## src/rtl/uart_cmd_ctrl_if.sv

```systemverilog
// Byte-stream, payload-write and command handshake bundle for uart_cmd_ctrl.
// master: controller side (rx in, mem/cmd out); slave: environment side.
interface uart_cmd_ctrl_if #(
  parameter int ADDR_W = 8
);
  logic              rx_valid;
  logic [7:0]        rx_data;
  logic              mem_wr_en;
  logic [ADDR_W-1:0] mem_wr_addr;
  logic [7:0]        mem_wr_data;
  logic              cmd_valid;
  logic [7:0]        cmd_op;
  logic [ADDR_W-1:0] cmd_addr;
  logic [7:0]        cmd_len;
  logic              cmd_ready;

  modport master (
    input  rx_valid, rx_data, cmd_ready,
    output mem_wr_en, mem_wr_addr, mem_wr_data,
    output cmd_valid, cmd_op, cmd_addr, cmd_len
  );

  modport slave (
    output rx_valid, rx_data, cmd_ready,
    input  mem_wr_en, mem_wr_addr, mem_wr_data,
    input  cmd_valid, cmd_op, cmd_addr, cmd_len
  );
endinterface

```

## src/rtl/uart_cmd_ctrl.sv

```systemverilog
// UART command-frame parser: A5,OP,ADDR,LEN,payload,CHK -> mem writes + cmd.
// Ports: clk, rst_n, bus (rx/mem/cmd), frame_err, err_code, busy.
module uart_cmd_ctrl #(
  parameter int CLK_FREQ     = 100_000_000,
  parameter int BAUD         = 10_000,
  parameter int TIMEOUT_BITS = 20,
  parameter int ADDR_W       = 8
) (
  input  logic            clk,
  input  logic            rst_n,
  uart_cmd_ctrl_if.master bus,
  output logic            frame_err,
  output logic [1:0]      err_code,
  output logic            busy
);
  localparam int CLK_PER_BIT = CLK_FREQ / BAUD;
  localparam int TMO_MAX = TIMEOUT_BITS * CLK_PER_BIT;
  localparam int TW = $clog2(TMO_MAX + 1);

  localparam logic [2:0] S_IDLE  = 3'd0;
  localparam logic [2:0] S_OP    = 3'd1;
  localparam logic [2:0] S_ADDR  = 3'd2;
  localparam logic [2:0] S_LEN   = 3'd3;
  localparam logic [2:0] S_DATA  = 3'd4;
  localparam logic [2:0] S_CHK   = 3'd5;
  localparam logic [2:0] S_ISSUE = 3'd6;

  localparam logic [7:0] SYNC = 8'hA5;

  logic [2:0]        state;
  logic [2:0]        state_d;
  logic [7:0]        op_q;
  logic [7:0]        len_q;
  logic [7:0]        idx;
  logic [7:0]        acc;
  logic [ADDR_W-1:0] addr_q;
  logic [TW-1:0]     tmo;
  logic              in_frame;
  logic              tmo_hit;
  logic              chk_ok;
  logic              accept;
  logic              last_data;

  assign in_frame = (state >= S_OP) && (state <= S_CHK);
  // Expire on the cycle the idle count would reach TMO_MAX.
  assign tmo_hit = in_frame && !bus.rx_valid
                && (tmo == TW'(TMO_MAX - 1));
  assign chk_ok = (bus.rx_data == acc);
  assign accept = bus.cmd_valid && bus.cmd_ready;
  assign last_data = (idx == len_q - 8'd1);

  always_comb begin
    state_d = state;
    unique case (1'b1)
      state == S_IDLE:
        if (bus.rx_valid && bus.rx_data == SYNC)
          state_d = S_OP;
      state == S_OP:
        if (bus.rx_valid) state_d = S_ADDR;
      state == S_ADDR:
        if (bus.rx_valid) state_d = S_LEN;
      state == S_LEN:
        if (bus.rx_valid)
          state_d = (bus.rx_data != 8'd0) ? S_DATA : S_CHK;
      state == S_DATA:
        if (bus.rx_valid && last_data) state_d = S_CHK;
      state == S_CHK:
        if (bus.rx_valid)
          state_d = chk_ok ? S_ISSUE : S_IDLE;
      state == S_ISSUE:
        if (accept) state_d = S_IDLE;
      default:
        state_d = S_IDLE;
    endcase
    if (tmo_hit) state_d = S_IDLE;
  end

  always_ff @(posedge clk or negedge rst_n) begin
    if (!rst_n) begin
      state           <= S_IDLE;
      busy            <= 1'b0;
      op_q            <= '0;
      len_q           <= '0;
      addr_q          <= '0;
      idx             <= '0;
      acc             <= '0;
      tmo             <= '0;
      frame_err       <= 1'b0;
      err_code        <= 2'd0;
      bus.mem_wr_en   <= 1'b0;
      bus.mem_wr_addr <= '0;
      bus.mem_wr_data <= '0;
      bus.cmd_valid   <= 1'b0;
      bus.cmd_op      <= '0;
      bus.cmd_addr    <= '0;
      bus.cmd_len     <= '0;
    end else begin
      state         <= state_d;
      busy          <= (state_d != S_IDLE);
      bus.mem_wr_en <= 1'b0;
      frame_err     <= 1'b0;
      tmo <= (in_frame && !bus.rx_valid) ? tmo + TW'(1) : '0;
      if (bus.rx_valid) begin
        unique case (1'b1)
          state == S_IDLE: acc <= '0;
          state == S_OP: begin
            op_q <= bus.rx_data;
            acc  <= acc ^ bus.rx_data;
          end
          state == S_ADDR: begin
            addr_q <= ADDR_W'(bus.rx_data);
            acc    <= acc ^ bus.rx_data;
          end
          state == S_LEN: begin
            len_q <= bus.rx_data;
            idx   <= '0;
            acc   <= acc ^ bus.rx_data;
          end
          state == S_DATA: begin
            bus.mem_wr_en   <= 1'b1;
            bus.mem_wr_addr <= addr_q + ADDR_W'(idx);
            bus.mem_wr_data <= bus.rx_data;
            idx             <= idx + 8'd1;
            acc             <= acc ^ bus.rx_data;
          end
          state == S_CHK: begin
            if (chk_ok) begin
              bus.cmd_valid <= 1'b1;
              bus.cmd_op    <= op_q;
              bus.cmd_addr  <= addr_q;
              bus.cmd_len   <= len_q;
            end else begin
              frame_err <= 1'b1;
              err_code  <= 2'd1;
            end
          end
          state == S_ISSUE: begin
            frame_err <= 1'b1;
            err_code  <= 2'd3;
          end
          default: ;
        endcase
      end
      if (accept) bus.cmd_valid <= 1'b0;
      if (tmo_hit) begin
        frame_err <= 1'b1;
        err_code  <= 2'd2;
      end
    end
  end
endmodule

```

## src/flat_wrapper.sv

```systemverilog
// flat-port wrapper written by rule: the top's interface ports become plain ports
module uart_cmd_ctrl_flat 
#(
  parameter int CLK_FREQ     = 100_000_000,
  parameter int BAUD         = 10_000,
  parameter int TIMEOUT_BITS = 20,
  parameter int ADDR_W       = 8
)
  (clk, rst_n, frame_err, err_code, busy, bus_rx_valid, bus_rx_data, bus_cmd_ready, bus_mem_wr_en, bus_mem_wr_addr, bus_mem_wr_data, bus_cmd_valid, bus_cmd_op, bus_cmd_addr, bus_cmd_len);
  uart_cmd_ctrl_if #(.ADDR_W(ADDR_W)) bus_i ();
  input  logic clk;
  input  logic rst_n;
  output logic frame_err;
  output logic [1:0] err_code;
  output logic busy;
  input wire logic [$bits(bus_i.rx_valid)-1:0] bus_rx_valid;
  input wire logic [$bits(bus_i.rx_data)-1:0] bus_rx_data;
  input wire logic [$bits(bus_i.cmd_ready)-1:0] bus_cmd_ready;
  output wire logic [$bits(bus_i.mem_wr_en)-1:0] bus_mem_wr_en;
  output wire logic [$bits(bus_i.mem_wr_addr)-1:0] bus_mem_wr_addr;
  output wire logic [$bits(bus_i.mem_wr_data)-1:0] bus_mem_wr_data;
  output wire logic [$bits(bus_i.cmd_valid)-1:0] bus_cmd_valid;
  output wire logic [$bits(bus_i.cmd_op)-1:0] bus_cmd_op;
  output wire logic [$bits(bus_i.cmd_addr)-1:0] bus_cmd_addr;
  output wire logic [$bits(bus_i.cmd_len)-1:0] bus_cmd_len;
  assign bus_i.rx_valid = bus_rx_valid;
  assign bus_i.rx_data = bus_rx_data;
  assign bus_i.cmd_ready = bus_cmd_ready;
  assign bus_mem_wr_en = bus_i.mem_wr_en;
  assign bus_mem_wr_addr = bus_i.mem_wr_addr;
  assign bus_mem_wr_data = bus_i.mem_wr_data;
  assign bus_cmd_valid = bus_i.cmd_valid;
  assign bus_cmd_op = bus_i.cmd_op;
  assign bus_cmd_addr = bus_i.cmd_addr;
  assign bus_cmd_len = bus_i.cmd_len;
  uart_cmd_ctrl #(.CLK_FREQ(CLK_FREQ), .BAUD(BAUD), .TIMEOUT_BITS(TIMEOUT_BITS), .ADDR_W(ADDR_W)) u_core (.clk(clk), .rst_n(rst_n), .bus(bus_i), .frame_err(frame_err), .err_code(err_code), .busy(busy));
endmodule
```

## config.mk

```make
export PLATFORM = sky130hd
export DESIGN_NAME = uart_cmd_ctrl_flat
export DESIGN_NICKNAME = d
export VERILOG_FILES = /design/src/rtl/uart_cmd_ctrl_if.sv /design/src/rtl/uart_cmd_ctrl.sv /design/src/flat_wrapper.sv
export SDC_FILE = /design/constraint.sdc
export NUM_CORES = 1
export LEC_CHECK = 0
export CAP_MARGIN = 15
export CELL_PAD_IN_SITES_DETAIL_PLACEMENT = 1
export CELL_PAD_IN_SITES_GLOBAL_PLACEMENT = 1
export CORE_MARGIN = 8
export CORE_UTILIZATION = 50
export CTS_BUF_LIST = sky130_fd_sc_hd__clkbuf_4
export DETAILED_ROUTE_END_ITERATION = 16
export GPL_ROUTABILITY_DRIVEN = 1
export PLACE_DENSITY = 0.95
export SLEW_MARGIN = 20
export SYNTH_ARGS = -nofsm -noshare
export SYNTH_HDL_FRONTEND = slang
export SYNTH_SLANG_ARGS = --single-unit
```

## constraint.sdc

```tcl
create_clock -name clk -period 3.85 [get_ports clk]
set_input_delay 0.5775 -clock clk [delete_from_list [all_inputs] [get_ports clk]]
set_output_delay 0.5775 -clock clk [all_outputs]
set_load 0.005 [all_outputs]
```

==> impl_metrics.toml <==
[synth]
avgSynthCellArea_um2 = 10.7
synth_top_flop_cell = "dfrtp_1"
synth_cell_types = 56
syn-cell-area_um2 = 5340
yosysWarnings = 0
syn_inst = 499
yosysMostFrequentCell = "dfrtp_1"
synth-edff-count = 0
yosys-top-cells-area = "dfrtp_1 50%, mux2_2 5.9%, mux2_4 5.3%"
ys_top_cells_by_count = "107 x dfrtp_1, 56 x nand2_1, 39 x nor2_1"
yosysTopAreaCellShare_pct = 50.2
synth_nets = 522
synth_area_leader_cell = "dfrtp_1"
async_reset_ff_share_pct = 100
synth_seq_cells = 107
synth_seq_area_share_pct = 50.2

[worst_setup_path]
worstPathRequired_ns = 4.23
endpoint_kind = "flop"
crit_type = "input pin to flop"
crit_path_start_kind = "input pin"
cp_max_fo = 25
cp_data_arrival_time_ns = 2.93

[cells_and_area]
final_cells = 686
n_antenna_cell = 0
n_fill_cell = 1104
area_growth_pct = 14.3
fin_nets = 568
register_area_um2 = 2680
drive_above_1_share_pct = 15.1
multi_input_area_um2 = 2430

[cts]
cts_buffers = 9
cts-root-buf = "clkbuf_4"
htreeDepth = 3
clock_path_buffers = 2
cts_post_setup_buffers_inserted = 0
clkTransAtPathRegs_ns = 0.17
cts_resized = 0
cts_tree = "built"
clkSinkCount = 107
worstSkewPairLatency_ns = 0.48
holdBufCountCts = 0

[place]
place_inst = 670
portBuffers = 57
place.gp.congestion = 0.812
hpwl_mm = 10.3

[hold_path]
hp-class = "input pin to async pin"

[routing]
drt_pre_antenna_iters = 4
vias = 4008
wl_per_cell_um = 21.2
vias_per_cell = 5.84
antenna_left = 0
drt-initial-drc-count = 250
routed_wl_mm = 14.5
drcViolationCount = 0

[floorplanning]
initial_core_util_pct = 51.7
die_h_um = 119
io_pins = 58
core_area_um2 = 10300
core.rowCount = 37
dieArea_um2 = 14200
die_x_um = 119

[power_and_ir_drop]
p_leak_uw = 0.00268
p_per_area_nw_per_um2 = 623
power_uw = 3800
ir_worst_vdd_v = 0.000263

[flow_run]
cap_violations = 0

[timing]
slew_headroom_pct = 24.8
rsz0062_at_grt = "false"
worstMarginPinSlew_ns = 1.12
fin_crit_sh_pct = 66.2
setup_viol = 0
whs_ns = 0.117
hold_violations = 0
maxSlewViolCount = 0
clock_skew_ns = 0.0178
max_freq_mhz = 392
fin_crit_ns = 2.55
setup_tns_ns = 0

[grt]
grt_max_degree = 91
grt_first_pass_wirelength_mm = 23.9
antenna_found_initial = 0
grt_usage_pct = 21.0
grt_pass1_vias = 4411
grt_overflow_total = 0

[status]
status = "completed"
-- per-layer routing --
metal	vias up	part of all wire (%)	track usage [%]	wire, um
met5	-	0	0	0
li1	1822	-	-	-
met3	34	3.9	3.68	571
met4	0	4.0	11.8	580
met2	91	52	36.4	7610
met1	2061	40	24.3	5770
-- registers in the layout (all words and copies together) (netlist names) --
name / cells
u_core.op_q: 8
u_core.err_code: 2
u_core.tmo: 18
u_core.bus.mem_wr_en: 1
u_core.bus.mem_wr_data: 8
u_core.bus.cmd_op: 8
u_core.acc: 8
u_core.state: 3
u_core.bus.mem_wr_addr: 8
u_core.addr_q: 8
u_core.frame_err: 1
u_core.bus.cmd_valid: 1
u_core.len_q: 8
u_core.busy: 1
u_core.idx: 8
u_core.bus.cmd_len: 8
u_core.bus.cmd_addr: 8
-- metrics by stage --
| stage | worst slack [ns] | area [um^2] | util [%] |
|---|---|---|---|
| 2_1_floorplan | 1.78 | 5340 | - |
| 3_3_place_gp | 0.918 | 5940 | 57.5 |
| 3_5_place_dp | 0.826 | 5940 | 57.5 |
| 4_1_cts | 1.32 | 6100 | 59.1 |
| 5_1_grt | 1.20 | 6100 | 59.1 |
| 6_report | 1.30 | 6100 | 59.1 |
-- area by class of cell --
cell class | instances | area share [%]
clock buffer | 9 | 1.11
clock inverter | 7 | 1.56
inverter | 11 | 0.677
multi-input combinational | 352 | 39.8
sequential | 107 | 43.9
tap | 136 | 2.79
timing repair buffer | 64 | 10.2
-- report_power, final --
group          internal [uW]  switching (uW)  leakage, uW
sequential              1410             410      0.00140
combinational            663             685      0.00119
clock                    219             415    0.0000877
total                   2290            1510      0.00268
-- final timing paths --
| kind | startpoint | to | slack [ns] | cells after the start |
|---|---|---|---|---|
| worst max-delay path | bus_rx_data[7] | u_core.bus.cmd_op[3] | 1.30 | 6 |
| min in group clk | u_core.bus.mem_wr_addr[6] | u_core.bus.mem_wr_addr[6] | 0.50 | 2 |
| worst min register to register | u_core.bus.mem_wr_addr[6] | u_core.bus.mem_wr_addr[6] | 0.50 | 2 |
| max in group asynchronous | rst_n | u_core.tmo[6] | 2.95 | 2 |
| worst max register to register | u_core.state[2] | u_core.busy | 1.39 | 7 |
| worst min-delay path | rst_n | u_core.bus.mem_wr_addr[6] | 0.12 | 1 |
-- cells in the final DEF, fill, tap and decap left out, drive strengths merged, types with 8 or more instances in the layout --
master         Yosys  final
a21oi             35     35
buf               18      8
clkbuf            11      9
clkdlybuf4s50      0     56
dfrtp            107    107
ha                10     10
inv               10     14
mux2              47     47
nand2             56     56
nand3             27     27
nand4              9      9
nor2              40     40
nor3               9      9
o21ai             30     30
xnor2             19     19
xor2              22     22
-- kinds of logic after synthesis --
group           after synthesis  synth area share (%)
buf+inv                      40                  4.36
flops                       107                  50.2
fa+ha+maj                    11                  2.72
mux                          47                  11.3
simple gates                167                  15.4
compound gates               86                  9.26
xor+xnor                     41                  6.87
-- critical path, stage by stage --
cell	delay [ns]
clkdlybuf4s50_1	0.78
xnor2_2	0.17
nand4_1	0.12
nor2_2	0.26
and4_4	0.61
mux2_2	0.40
(Power assumes the default switching activity.)
